[src/rtl/ps2_mouse_rx.sv]
// PS/2 mouse receiver: synchronizes and filters the device clock, deframes 11-bit frames
// and assembles 3-byte movement packets. Optional macro PS2_PARITY_CHECK_EN enables parity rejection.
module ps2_mouse_rx #(
  parameter int FILTER_LEN     = 8,
  parameter int TIMEOUT_CYCLES = 50000
) (
  input  logic       CLK_50M,
  input  logic       RESET,
  input  logic       PS2_CLK,
  input  logic       PS2_DATA,
  output logic [8:0] dx,
  output logic [8:0] dy,
  output logic [2:0] buttons,
  output logic [1:0] overflow,
  output logic       packet_valid,
  output logic       frame_error
);

  localparam int FW = $clog2(FILTER_LEN + 1);
  localparam int TW = $clog2(TIMEOUT_CYCLES + 1);
  localparam logic [FW-1:0] FILT_LAST = FW'(FILTER_LEN - 1);
  localparam logic [TW-1:0] TMO_MAX   = TW'(TIMEOUT_CYCLES);

  typedef enum logic [1:0] {IDLE, DATA, PARITY, STOP} state_t;

  logic          clk_s1, clk_s2, data_s1, data_s2;
  logic          clk_filt;
  logic [FW-1:0] filt_cnt;
  logic          strobe;
  logic          parity_bad;

  state_t        state;
  logic [2:0]    bit_cnt;
  logic [7:0]    shift;
  logic [1:0]    idx;
  logic [6:0]    head;
  logic [7:0]    byte1;
  logic [TW-1:0] tmo_cnt;

  // The filtered clock flips only after FILTER_LEN consecutive samples disagree with it;
  // the falling flip itself is the sample strobe, aligned with equally delayed data.
  always_ff @(posedge CLK_50M) begin
    if (RESET) begin
      clk_s1   <= 1'b1;
      clk_s2   <= 1'b1;
      data_s1  <= 1'b1;
      data_s2  <= 1'b1;
      clk_filt <= 1'b1;
      filt_cnt <= '0;
    end else begin
      clk_s1  <= PS2_CLK;
      clk_s2  <= clk_s1;
      data_s1 <= PS2_DATA;
      data_s2 <= data_s1;
      if (clk_s2 == clk_filt) begin
        filt_cnt <= '0;
      end else if (filt_cnt == FILT_LAST) begin
        clk_filt <= clk_s2;
        filt_cnt <= '0;
      end else begin
        filt_cnt <= filt_cnt + 1'b1;
      end
    end
  end

  assign strobe = clk_filt && !clk_s2 && (filt_cnt == FILT_LAST);

`ifdef PS2_PARITY_CHECK_EN
  logic par_bit;
  assign parity_bad = ~(^{shift, par_bit});
`else
  assign parity_bad = 1'b0;
`endif

  // head keeps only the byte-0 fields used later: {ovf[1:0], y sign, x sign, buttons[2:0]}.
  always_ff @(posedge CLK_50M) begin
    if (RESET) begin
      state        <= IDLE;
      bit_cnt      <= '0;
      shift        <= '0;
      idx          <= '0;
      head         <= '0;
      byte1        <= '0;
      tmo_cnt      <= '0;
      dx           <= '0;
      dy           <= '0;
      buttons      <= '0;
      overflow     <= '0;
      packet_valid <= 1'b0;
      frame_error  <= 1'b0;
`ifdef PS2_PARITY_CHECK_EN
      par_bit      <= 1'b0;
`endif
    end else begin
      packet_valid <= 1'b0;
      frame_error  <= 1'b0;

      if (strobe) tmo_cnt <= '0;
      else if (tmo_cnt != TMO_MAX) tmo_cnt <= tmo_cnt + 1'b1;

      if (strobe) begin
        case (state)
          IDLE: begin
            if (!data_s2) begin
              state   <= DATA;
              bit_cnt <= '0;
            end
          end
          DATA: begin
            shift <= {data_s2, shift[7:1]};
            if (bit_cnt == 3'd7) state <= PARITY;
            else bit_cnt <= bit_cnt + 1'b1;
          end
          PARITY: begin
`ifdef PS2_PARITY_CHECK_EN
            par_bit <= data_s2;
`endif
            state <= STOP;
          end
          STOP: begin
            state <= IDLE;
            if (!data_s2 || parity_bad) begin
              frame_error <= 1'b1;
              idx         <= '0;
            end else begin
              case (idx)
                2'd0: begin
                  if (shift[3]) begin
                    head <= {shift[7:4], shift[2:0]};
                    idx  <= 2'd1;
                  end
                end
                2'd1: begin
                  byte1 <= shift;
                  idx   <= 2'd2;
                end
                2'd2: begin
                  dx           <= {head[3], byte1};
                  dy           <= {head[4], shift};
                  buttons      <= head[2:0];
                  overflow     <= head[6:5];
                  packet_valid <= 1'b1;
                  idx          <= 2'd0;
                end
                default: idx <= 2'd0;
              endcase
            end
          end
          default: state <= IDLE;
        endcase
      end else if ((tmo_cnt == TMO_MAX) && ((state != IDLE) || (idx != 2'd0))) begin
        // A stalled device abandons the packet; only a half-received frame is an error.
        frame_error <= (state != IDLE);
        state       <= IDLE;
        idx         <= '0;
      end
    end
  end

endmodule

[config.mk]
export PLATFORM = sky130hd
export DESIGN_NAME = ps2_mouse_rx
export DESIGN_NICKNAME = d
export VERILOG_FILES = /design/src/rtl/ps2_mouse_rx.sv
export SDC_FILE = /design/constraint.sdc
export NUM_CORES = 1
export LEC_CHECK = 0
export ABC_AREA = 1
export CAP_MARGIN = 20
export CORE_MARGIN = 2
export CORE_UTILIZATION = 45
export DETAILED_ROUTE_END_ITERATION = 10
export PLACE_DENSITY = 0.66
export SETUP_SLACK_MARGIN = 0.1
export SLEW_MARGIN = 40
export SYNTH_ARGS = -nofsm -noshare
export SYNTH_HDL_FRONTEND = slang
export SYNTH_SLANG_ARGS = --single-unit
[constraint.sdc]
create_clock -name CLK_50M -period 3.4 [get_ports CLK_50M]
set_input_delay 0.85 -clock CLK_50M [delete_from_list [all_inputs] [get_ports CLK_50M]]
set_output_delay 0.85 -clock CLK_50M [all_outputs]
set_load 0.01 [all_outputs]
==> results.sh <==
export IMPL_die_area_um2=8340
export IMPL_overflow=0
export IMPL_power_frac_seq=0.566
export IMPL_vdd_drop_max_mv=0.305
export IMPL_cts_sinks=80
export IMPL_cp_max_fo=2
export IMPL_power_leakage_nw=1.53
export IMPL_post_route_period_util=0.622
export IMPL_final_area_um2=3980
export IMPL_remaining_drc_errors=0
export IMPL_layout_cells_most_common="nand2_1"
export IMPL_drive_above_1_share=0.0768
export IMPL_slowest_stage="clkdlybuf4s50_1"
export IMPL_synthToLayoutAreaGrowth_pct=15.9
export IMPL_synth_area_leaders="dfxtp_1 (47%), nand2_1 (11%), nand3_1 (7.9%), a21oi_1 (7.6%), nor2_1 (7.1%)"
export IMPL_setup_viol=0
export IMPL_yosysTopAreaCellShare=0.467
export IMPL_grt_setup_unrepaired="no"
export IMPL_finalMaxSlewViolations=0
export IMPL_cp_required_ns=2.55
export IMPL_maxCapViolations=0
export IMPL_cts_setup_buffers=0
export IMPL_ys_flop_type="dfxtp_1"
export IMPL_viasPerCell=4.93
export IMPL_hold_slack_ns=0.419
export IMPL_clockRootBuffer="clkbuf_8"
export IMPL_post_cts_resized=0
export IMPL_antenna_found_initial=0
export IMPL_crit_path_end_kind="output port"
export IMPL_initial_core_util=0.468
export IMPL_syn_cell_area_um2=3430
export IMPL_worst_path_buf_inv=1
export IMPL_grt_max_degree=44
export IMPL_syn_avg_cell_area_um2=7.41
export IMPL_synth_edff_count=0
export IMPL_die_h_um=91.3
export IMPL_cp_cell_sequence="clkdlybuf4s50_1"
export IMPL_fmax_mhz=473
export IMPL_internal_power_mw=1.24
export IMPL_status="finished, final reports clean"
export IMPL_holdBufCountCts=0
export IMPL_holdPathStages=1
export IMPL_portBuffers=28
export IMPL_rr_startpoint="filt_cnt[0]"
export IMPL_wl_per_cell_um=11.8
export IMPL_track_usage=0.175
export IMPL_switching_share=0.257
export IMPL_slew_headroom=0.684
export IMPL_p_clk_frac=0.413
export IMPL_switching_power_mw=0.430
export IMPL_clock_latency_ns=0.36
export IMPL_final_instance_count_excl_fill=594
export IMPL_p_total_mw=1.67
export IMPL_num_io_pins=29
export IMPL_placed_area_um2=3780
export IMPL_ys_types=31
export IMPL_fp_row_count=31
export IMPL_min_from="data_s1"
export IMPL_nets=505
export IMPL_reg2reg_to="overflow[0]"
export IMPL_wirelength_um=7000
export IMPL_synth_async_reset_ratio=0
export IMPL_cp_slowest_stage_delay_ns=0.55
export IMPL_dieWidth_um=91.3
export IMPL_ys_ff_latch=80
export IMPL_critPathLaunchType="flop"
export IMPL_clockBufferDepth=2
export IMPL_grt_pass1_wl_um=11900
export IMPL_htreeDepth=3
export IMPL_dr_pass1_iters=5
export IMPL_worst_pin_slew_ns=0.473
export IMPL_grt_pass1_vias=2687
export IMPL_dp_hpwl_um=4770
export IMPL_r2r_slack_ns=1.57
export IMPL_synth_seq_area_share=0.467
export IMPL_drt_iter0_drc=133
export IMPL_fin_worst_skew_ns=0.0178
export IMPL_core_um2=7330
export IMPL_ff2ff_path_depth=8
export IMPL_synthCells=463
export IMPL_dp_cells=578
export IMPL_yosysWarnings=0
export IMPL_cts_tree="yes"
export IMPL_clkSlewWorstSetupHoldPaths_ns=0.10
export IMPL_diodes=0
export IMPL_critPathTopFamily="buffers and inverters"
export IMPL_synth_top_area_cell="dfxtp_1"
export IMPL_hold_end="data_s2"
export IMPL_setup_tns_ns=0
export IMPL_mostFrequentLayoutCells="nand2_1 (99), dfxtp_1 (80), nor2_1 (65)"
export IMPL_numCtsBuffers=9
export IMPL_power_frac_comb=0.021
export IMPL_timing_final_crit_period_ns=2.12
export IMPL_power_density_nw_per_um2=420
export IMPL_syn_nets=478
export IMPL_hold_class="flop to flop"
export IMPL_path_class="flop to output port"
export IMPL_routed_via_count=2929
export IMPL_critPathArrivalTime_ns=1.27
export IMPL_gp_congestion=0.792
export IMPL_ant_nets=0
export IMPL_hold_viol=0
final cells by class:
cell class | count | area (um^2)
repair buffers | 31 | 303
clock inverters | 7 | 67.6
fillers | 718 | 3350
multi-input cells | 327 | 1600
well taps | 99 | 124
clock buffers | 9 | 124
flip-flops and latches | 80 | 1600
inverters | 41 | 156
metal layers:
metal	vias up	track usage	routed length, um
li1	1559	-	-
met5	-	0	0
met1	1320	0.228	3480
met2	40	0.278	3180
met4	0	0.0492	81
met3	10	0.0573	262
power by group through the flow:
stage                     Sequential, mW  Combinational, mW  Clock (mW)
after floorplan                    0.967             0.0251           0
after global placement             0.968             0.0346           0
after detailed placement           0.968             0.0352           0
after CTS                          0.946             0.0354       0.709
after global routing               0.947             0.0398       0.750
final                              0.946             0.0348       0.691
stage by stage:
stage / setup WS (ns) / utilization
after CTS: 1.24 / 0.542
after global routing: 1.22 / 0.542
after floorplan: 1.74 / -
after global placement: 1.00 / 0.516
after detailed placement: 0.994 / 0.516
final: 1.28 / 0.542
cells in the mapped netlist, types with 2 or more instances:
cell type,number
ha_1,11
nor2_4,3
a21oi_1,52
nor2_1,65
inv_2,3
dfxtp_1,80
o21ai_0,16
nand3_1,54
or2_0,2
buf_2,9
nand2_2,2
nand2_1,100
nor3_1,5
or2_2,4
clkbuf_1,5
inv_1,36
nand4_1,2
cells by family after synthesis:
kind of cell	count (synthesis)	share of synthesized area
flops	80	0.467
simple gates	244	0.317
fa+ha+maj	11	0.0401
compound gates	72	0.108
buf+inv	56	0.0675
registers in the layout (all words and copies together) (netlist names), 2 cells and up:
name      count
dy            9
dx            9
buttons       3
tmo_cnt      16
head          7
idx           2
overflow      2
byte1         8
shift         8
bit_cnt       3
state         2
filt_cnt      4
how the worst max path moves through the flow:
stage | startpoint | end | slack (ns) | depth (start not counted)
floorplan | RESET | clk_filt | 1.74 | 4
global placement | RESET | tmo_cnt[7] | 1.0 | 7
detailed placement | RESET | tmo_cnt[1] | 0.99 | 7
CTS | filt_cnt[0] | buttons[0] | 1.24 | 8
global route | dy[3] | dy[3] | 1.22 | 1
finish | dy[4] | dy[4] | 1.28 | 1
No activity file was read; power rests on OpenSTA's default activity.
